`config.mk`:
```
export PLATFORM = sky130hd
export DESIGN_NAME = axi_wr_burst_ctrl
export DESIGN_NICKNAME = d
export VERILOG_FILES = /design/src/rtl/axi_wr_burst_ctrl_pkg.sv /design/src/rtl/axi_burst_addr_gen.sv /design/src/rtl/axi_wr_burst_ctrl.sv
export SDC_FILE = /design/constraint.sdc
export NUM_CORES = 1
export LEC_CHECK = 0
export ABC_CLOCK_PERIOD_IN_PS = 3370
export CAP_MARGIN = 20
export CORE_ASPECT_RATIO = 1.5
export CORE_MARGIN = 2
export CORE_UTILIZATION = 48
export CTS_CLUSTER_DIAMETER = 40
export DETAILED_ROUTE_END_ITERATION = 6
export PLACE_DENSITY_LB_ADDON = 0.15
export SKIP_CTS_REPAIR_TIMING = 1
export SLEW_MARGIN = 20
export SYNTH_ARGS = -nofsm -noshare
export SYNTH_HDL_FRONTEND = slang
export SYNTH_SLANG_ARGS = --single-unit
export TNS_END_PERCENT = 10
```
`constraint.sdc`:
```
create_clock -name clk -period 3.37 [get_ports clk]
set_input_delay 0.8425 -clock clk [delete_from_list [all_inputs] [get_ports clk]]
set_output_delay 0.8425 -clock clk [all_outputs]
set_load 0.03 [all_outputs]
```
`src/rtl/axi_wr_burst_ctrl_pkg.sv`:
```
// Shared definitions for the AXI write burst controller and its address generator.
// WRAP execution is enabled by defining AXI_WR_WRAP_EN.
package axi_wr_burst_ctrl_pkg;

  localparam logic [1:0] BURST_FIXED = 2'b00;
  localparam logic [1:0] BURST_INCR  = 2'b01;
  localparam logic [1:0] BURST_WRAP  = 2'b10;
  localparam logic [1:0] BURST_RSVD  = 2'b11;

  localparam logic [1:0] RESP_OKAY   = 2'b00;
  localparam logic [1:0] RESP_SLVERR = 2'b10;

  localparam logic [7:0] TPU_ID = 8'hA5;

  typedef enum logic [1:0] {
    S_IDLE = 2'd0,
    S_LOAD = 2'd1,
    S_DATA = 2'd2,
    S_RESP = 2'd3
  } wr_state_e;

  function automatic logic wrap_len_ok(input logic [7:0] len);
    return (len == 8'd1) || (len == 8'd3) ||
           (len == 8'd7) || (len == 8'd15);
  endfunction

endpackage

```
`src/rtl/axi_burst_addr_gen.sv`:
```
// Combinational next-beat address for FIXED/INCR/WRAP bursts.
// WRAP arithmetic only exists when AXI_WR_WRAP_EN is defined.
module axi_burst_addr_gen
  import axi_wr_burst_ctrl_pkg::*;
#(
  parameter int ADDR_WIDTH = 11
) (
  input  logic [ADDR_WIDTH-1:0] cur_i,
  input  logic [2:0]            size_i,
  input  logic [7:0]            len_i,
  input  logic [1:0]            burst_i,
  output logic [ADDR_WIDTH-1:0] next_o
);

  logic [ADDR_WIDTH-1:0] step;
  logic [ADDR_WIDTH-1:0] incr;

  assign step = ADDR_WIDTH'(1) << size_i;
  // Align down first so an unaligned INCR start snaps to the beat grid.
  assign incr = (cur_i & ~(step - ADDR_WIDTH'(1))) + step;

`ifdef AXI_WR_WRAP_EN
  logic [15:0]           blk;
  logic [ADDR_WIDTH-1:0] msk;
  logic [ADDR_WIDTH-1:0] wrap;

  assign blk  = ({8'd0, len_i} + 16'd1) << size_i;
  assign msk  = ADDR_WIDTH'(blk - 16'd1);
  assign wrap = (cur_i & ~msk) | ((cur_i + step) & msk);
`else
  logic unused_len;
  assign unused_len = ^len_i;
`endif

  always_comb begin
    next_o = cur_i;
    unique case (1'b1)
      (burst_i == BURST_INCR): next_o = incr;
`ifdef AXI_WR_WRAP_EN
      (burst_i == BURST_WRAP): next_o = wrap;
`endif
      default: next_o = cur_i;
    endcase
  end

endmodule

```
`src/rtl/axi_wr_burst_ctrl.sv`:
```
// AXI write burst -> SRAM byte-masked writes, per-beat ack and B response.
// Define AXI_WR_WRAP_EN to execute WRAP bursts; otherwise they end in SLVERR.
module axi_wr_burst_ctrl
  import axi_wr_burst_ctrl_pkg::*;
#(
  parameter int ADDR_WIDTH = 11,
  parameter int DATA_WIDTH = 32,
  parameter int STRB_WIDTH = 4,
  parameter int SRAM_AW    = 9,
  parameter int ID_WIDTH   = 8
) (
  input  logic                  clk,
  input  logic                  rst_n,
  input  logic                  axi_wr_doing,
  input  logic [ADDR_WIDTH-1:0] axi_wr_addr,
  input  logic [1:0]            axi_wr_burst,
  input  logic [2:0]            axi_wr_size,
  input  logic [7:0]            axi_wr_len,
  input  logic                  axi_wr_vld,
  input  logic [DATA_WIDTH-1:0] axi_wr_data,
  input  logic [STRB_WIDTH-1:0] axi_wr_strb,
  output logic                  axi_transfer_done,
  output logic                  sram_we,
  output logic [SRAM_AW-1:0]    sram_addr,
  output logic [DATA_WIDTH-1:0] sram_wdata,
  output logic [STRB_WIDTH-1:0] sram_bmask,
  output logic [ID_WIDTH-1:0]   BID,
  output logic [1:0]            BRESP,
  output logic                  BVALID,
  input  logic                  BREADY
);

  localparam int OFFW = $clog2(STRB_WIDTH);

  wr_state_e             state_q;
  logic                  doing_q;
  logic                  pend_q;
  logic [ADDR_WIDTH-1:0] cur_q;
  logic [1:0]            burst_q;
  logic [2:0]            size_q;
  logic [7:0]            len_q;
  logic [7:0]            cnt_q;
  logic                  err_q;
  logic                  done_q;
  logic                  we_q;
  logic [SRAM_AW-1:0]    addr_q;
  logic [DATA_WIDTH-1:0] wdata_q;
  logic [STRB_WIDTH-1:0] bmask_q;
  logic                  bvalid_q;
  logic [1:0]            bresp_q;

  logic                  rise_d;
  logic                  load_err_d;
  logic                  wrap_err_d;
  logic [ADDR_WIDTH-1:0] next_d;

  assign rise_d = axi_wr_doing & ~doing_q;

`ifdef AXI_WR_WRAP_EN
  assign wrap_err_d = (axi_wr_burst == BURST_WRAP) &&
                      !wrap_len_ok(axi_wr_len);
`else
  assign wrap_err_d = (axi_wr_burst == BURST_WRAP);
`endif

  assign load_err_d = (axi_wr_size > 3'(OFFW)) ||
                      (axi_wr_burst == BURST_RSVD) ||
                      wrap_err_d;

  axi_burst_addr_gen #(
    .ADDR_WIDTH(ADDR_WIDTH)
  ) u_agen (
    .cur_i  (cur_q),
    .size_i (size_q),
    .len_i  (len_q),
    .burst_i(burst_q),
    .next_o (next_d)
  );

  always_ff @(posedge clk or negedge rst_n) begin
    if (!rst_n) begin
      state_q  <= S_IDLE;
      doing_q  <= 1'b0;
      pend_q   <= 1'b0;
      cur_q    <= '0;
      burst_q  <= '0;
      size_q   <= '0;
      len_q    <= '0;
      cnt_q    <= '0;
      err_q    <= 1'b0;
      done_q   <= 1'b0;
      we_q     <= 1'b0;
      addr_q   <= '0;
      wdata_q  <= '0;
      bmask_q  <= '0;
      bvalid_q <= 1'b0;
      bresp_q  <= RESP_OKAY;
    end else begin
      doing_q <= axi_wr_doing;
      // Every beat is acked so upstream never stalls, even outside DATA.
      done_q  <= axi_wr_vld;
      we_q    <= 1'b0;
      if (state_q != S_IDLE && rise_d) pend_q <= 1'b1;
      unique case (state_q)
        S_IDLE: begin
          if (rise_d || pend_q) begin
            pend_q  <= 1'b0;
            state_q <= S_LOAD;
          end
        end
        S_LOAD: begin
          cur_q   <= axi_wr_addr;
          burst_q <= axi_wr_burst;
          size_q  <= axi_wr_size;
          len_q   <= axi_wr_len;
          cnt_q   <= '0;
          err_q   <= load_err_d;
          state_q <= S_DATA;
        end
        S_DATA: begin
          if (axi_wr_vld) begin
            we_q    <= ~err_q;
            addr_q  <= cur_q[ADDR_WIDTH-1:OFFW];
            wdata_q <= axi_wr_data;
            bmask_q <= axi_wr_strb;
            cur_q   <= next_d;
            cnt_q   <= cnt_q + 8'd1;
            if (cnt_q == len_q) begin
              bvalid_q <= 1'b1;
              bresp_q  <= err_q ? RESP_SLVERR : RESP_OKAY;
              state_q  <= S_RESP;
            end
          end
        end
        S_RESP: begin
          if (BREADY) begin
            bvalid_q <= 1'b0;
            bresp_q  <= RESP_OKAY;
            state_q  <= S_IDLE;
          end
        end
        default: state_q <= S_IDLE;
      endcase
    end
  end

  assign axi_transfer_done = done_q;
  assign sram_we           = we_q;
  assign sram_addr         = addr_q;
  assign sram_wdata        = wdata_q;
  assign sram_bmask        = bmask_q;
  assign BVALID            = bvalid_q;
  assign BRESP             = bresp_q;
  assign BID               = ID_WIDTH'(TPU_ID);

endmodule
```
==> reports/results.txt <==
status - finished clean
Final Net Count - 567
height of the die - 120 µm
CTS root buffer - clkbuf_16
yosys warns - 0
vias in the first global route - 3495
dpl hpwl - 7600 µm
crit path DAT - 3.05 ns
worst skew pair latency - 0.34 ns
Initial Util - 49.2%
H-tree depth - 3
setup ws final - 0.560 ns
pin count of the biggest net entering global routing - 59
DP Area - 5550 µm²
r2r startpoint - size_q[1]
highest clock rate - 0.356 GHz
CP delay by family, top - compound AO/OA/AOI/OAI gates
crit path capture - cur_q[8]
#FFs+latches synth - 86
Num CTS Buffers - 9
startpoint types - flip-flop
asr flop ratio synth - 100%
port bufs - 113
Crit. End Element - flip-flop
PwrDens - 1020 nW/µm²
R2R Setup Slk - 0.56 ns
worst setup path start - size_q[1]
Final Power - 0.00596 W
clk sinks - 86
slowest CP cell - o311ai_0
DRT iter0 DRCs - 181
maxcap violations - 0
Die W - 81.7 µm
share of cells above drive strength 1 - 18.4%
met1 Use GR - 25.6%
Area Overhead vs Synth - 34.8%
Worst R2R End - cur_q[8]
skew final - 0.00567 ns
Area contributors post-synth - dfrtp_1 50%, mux2_2 15%, ha_1 2.3%
critical path depth - 10
Post-Synth XOR/XNOR Area - 3.23%
Slew HR - 50.1%
fin util - 66.3%
crit-path cells - buf_4 -> nor2_1 -> nand2_1 -> ha_1 -> and4b_1 -> a211oi_2 -> o311ai_0 -> a31oi_1 -> a21o_1 -> a21o_1
period utilisation layout - 83.4%
Seq/Total Area, Yosys - 49.6%
gr usage total - 22.2%
syn avg cell area - 11.3 µm²
Synth Area in Simple Gates - 10.1%
top cell type's share of synthesized area - 49.6%
Tmin final - 2.81 ns
grt peak-use layer - met2
ANT cells - 0
most used cell, CP - a21o_1
post-DR wirelength/cell - 17.1 µm
crit path max fanout - 18
cell taking the most area after synthesis - dfrtp_1
row count - 42
Slew @ Worst Pin - 0.749 ns
met2 Use GR - 37.6%
final hold vios - 0
Final Max Tran Viols - 0
area of the core - 8830 µm²
Lkg Pwr - 2.53 nW
Critical Path RT - 3.61 ns
final instance area - 5850 µm²
Peak VDD IR - 0.629 mV
mux share of post-synthesis cell area - 16.2%
Die ar. - 9840 µm²
Total Neg Setup Slack - 0 ns
Hold/Removal Path Class - flip-flop to flip-flop
Most used DFF post-synth - dfrtp_1
Netlist Area Pre-Place - 4340 µm²
Worst-path clk slew - 0.07 ns
Routed WL - 10400 µm
first-pass GRT wire length - 16600 µm
CTS tree - built
clk buf depth - 2
largest family of logic cells by synthesized area - multiplexers
Antenna Nets Post-Route - 0
total congestion overflow - 0
CP Class - flip-flop to flip-flop
io pins - 123
share of synthesized cell area in full adder, half adder and majority cells - 2.31%
grt met3 use - 5.37%
Mapped Cells - 385
via count - 3402
Compound-Gate Fraction of Synth Area - 13.3%
Post-route DRC - 0
worst path bufs/invs - 1
First-pass DRT Iterations - 4
R2R depth - 10
Yosys cell types - 58
slowest stage delay, CP - 0.48 ns
initial antenna violation count - 0
setup repair after global routing missed its margin - no
drt via density - 5.59
Place WS - 0.578 ns
final setup fails - 0
Post-synth EDFFs - 0
gpl congestion - 0.874
-- registers in the layout (all words and copies together) (netlist names), 2 cells and up --
signal and flops:
len_q 8, cur_q 11, sram_wdata 32, state_q 2, sram_addr 9, sram_bmask 4, cnt_q 8, burst_q 2
size_q 3
-- cell type report --
type,instances,area [µm²]
fillers,717,2970
repair buffers,122,1210
clock inverters,6,68.8
clock buffers,10,239
multi-input cells,262,2000
inverters,13,48.8
flip-flops and latches,86,2150
well taps,110,138
-- where the power goes --
group | internal [W] | total [W] | switching [W]
Combinational | 0.00141 | 0.00308 | 0.00167
Clock | 0.000598 | 0.00102 | 0.000426
Sequential | 0.00150 | 0.00186 | 0.000353
-- per-stage QoR --
stage / instances / hold slack, ns
2_1_floorplan: 392 / 0.419
3_3_place_gp: 593 / 0.441
3_5_place_dp: 593 / 0.449
4_1_cts: 609 / 0.458
5_1_grt: 609 / 0.492
6_report: 609 / 0.458
-- cells in the mapped netlist, types with 3 or more instances --
master and n:
inv_1 13, dfrtp_1 86, a41oi_1 3, a31oi_1 5, a32oi_1 3, and3_1 7
nor3b_1 3, nor2_1 18, nand3_1 5, o211ai_1 4, clkbuf_1 15, a21oi_1 19
mux2_2 59, nand4_1 7, or3_1 3, o21ai_0 18, mux2i_1 4, nand2_1 21
nor2b_1 6, a21o_1 7, xnor2_1 7, buf_2 3, buf_4 11, xor2_1 9
ha_1 8
-- cells in the final DEF (no fill, tap or decap), drive strengths merged, types with 4 or more instances in the layout --
cell type and n:
dfrtp 86, clkdlybuf4s50 112, clkbuf 10, conb 9
a31oi 5, xnor2 7, nor2b 7, mux2i 4
buf 10, nor2 18, xor2 9, inv 14
nand3 5, o211ai 4, nand2 21, ha 8
o21ai 19, nand4 7, and3 7, mux2 59
a21oi 19, a21o 7
-- logic make-up after synthesis --
kind of cell,count (synthesis)
multiplexers,63
XOR/XNOR,16
AND/OR/NAND/NOR,84
buffers and inverters,44
other,2
flip-flops,86
AO/OA/AOI/OAI,82
adder cells (fa/ha/maj),8
-- worst min-delay path by stage --
stage / depth (start not counted) / startpoint / end
3_3_place_gp: 1 / err_q / sram_we
2_1_floorplan: 1 / err_q / sram_we
4_1_cts: 1 / err_q / sram_we
6_report: 1 / err_q / sram_we
3_5_place_dp: 1 / err_q / sram_we
5_1_grt: 1 / err_q / sram_we
-- layer usage --
layer | wire length (µm) | up-vias
met3 | 603 | 26
met1 | 3940 | 1666
li1 | - | 1599
met5 | 0 | -
met4 | 359 | 0
met2 | 5490 | 111
-- worst register-to-register path, stage by stage (launching register included) --
cell and delay, ns:
dfrtp_1 0.40, buf_4 0.21, nor2_1 0.25, nand2_1 0.10, ha_1 0.34, and4b_1 0.33, a211oi_2 0.07, o311ai_0 0.48
a31oi_1 0.18, a21o_1 0.20, a21o_1 0.16
Power figures use the tool's default switching activity.
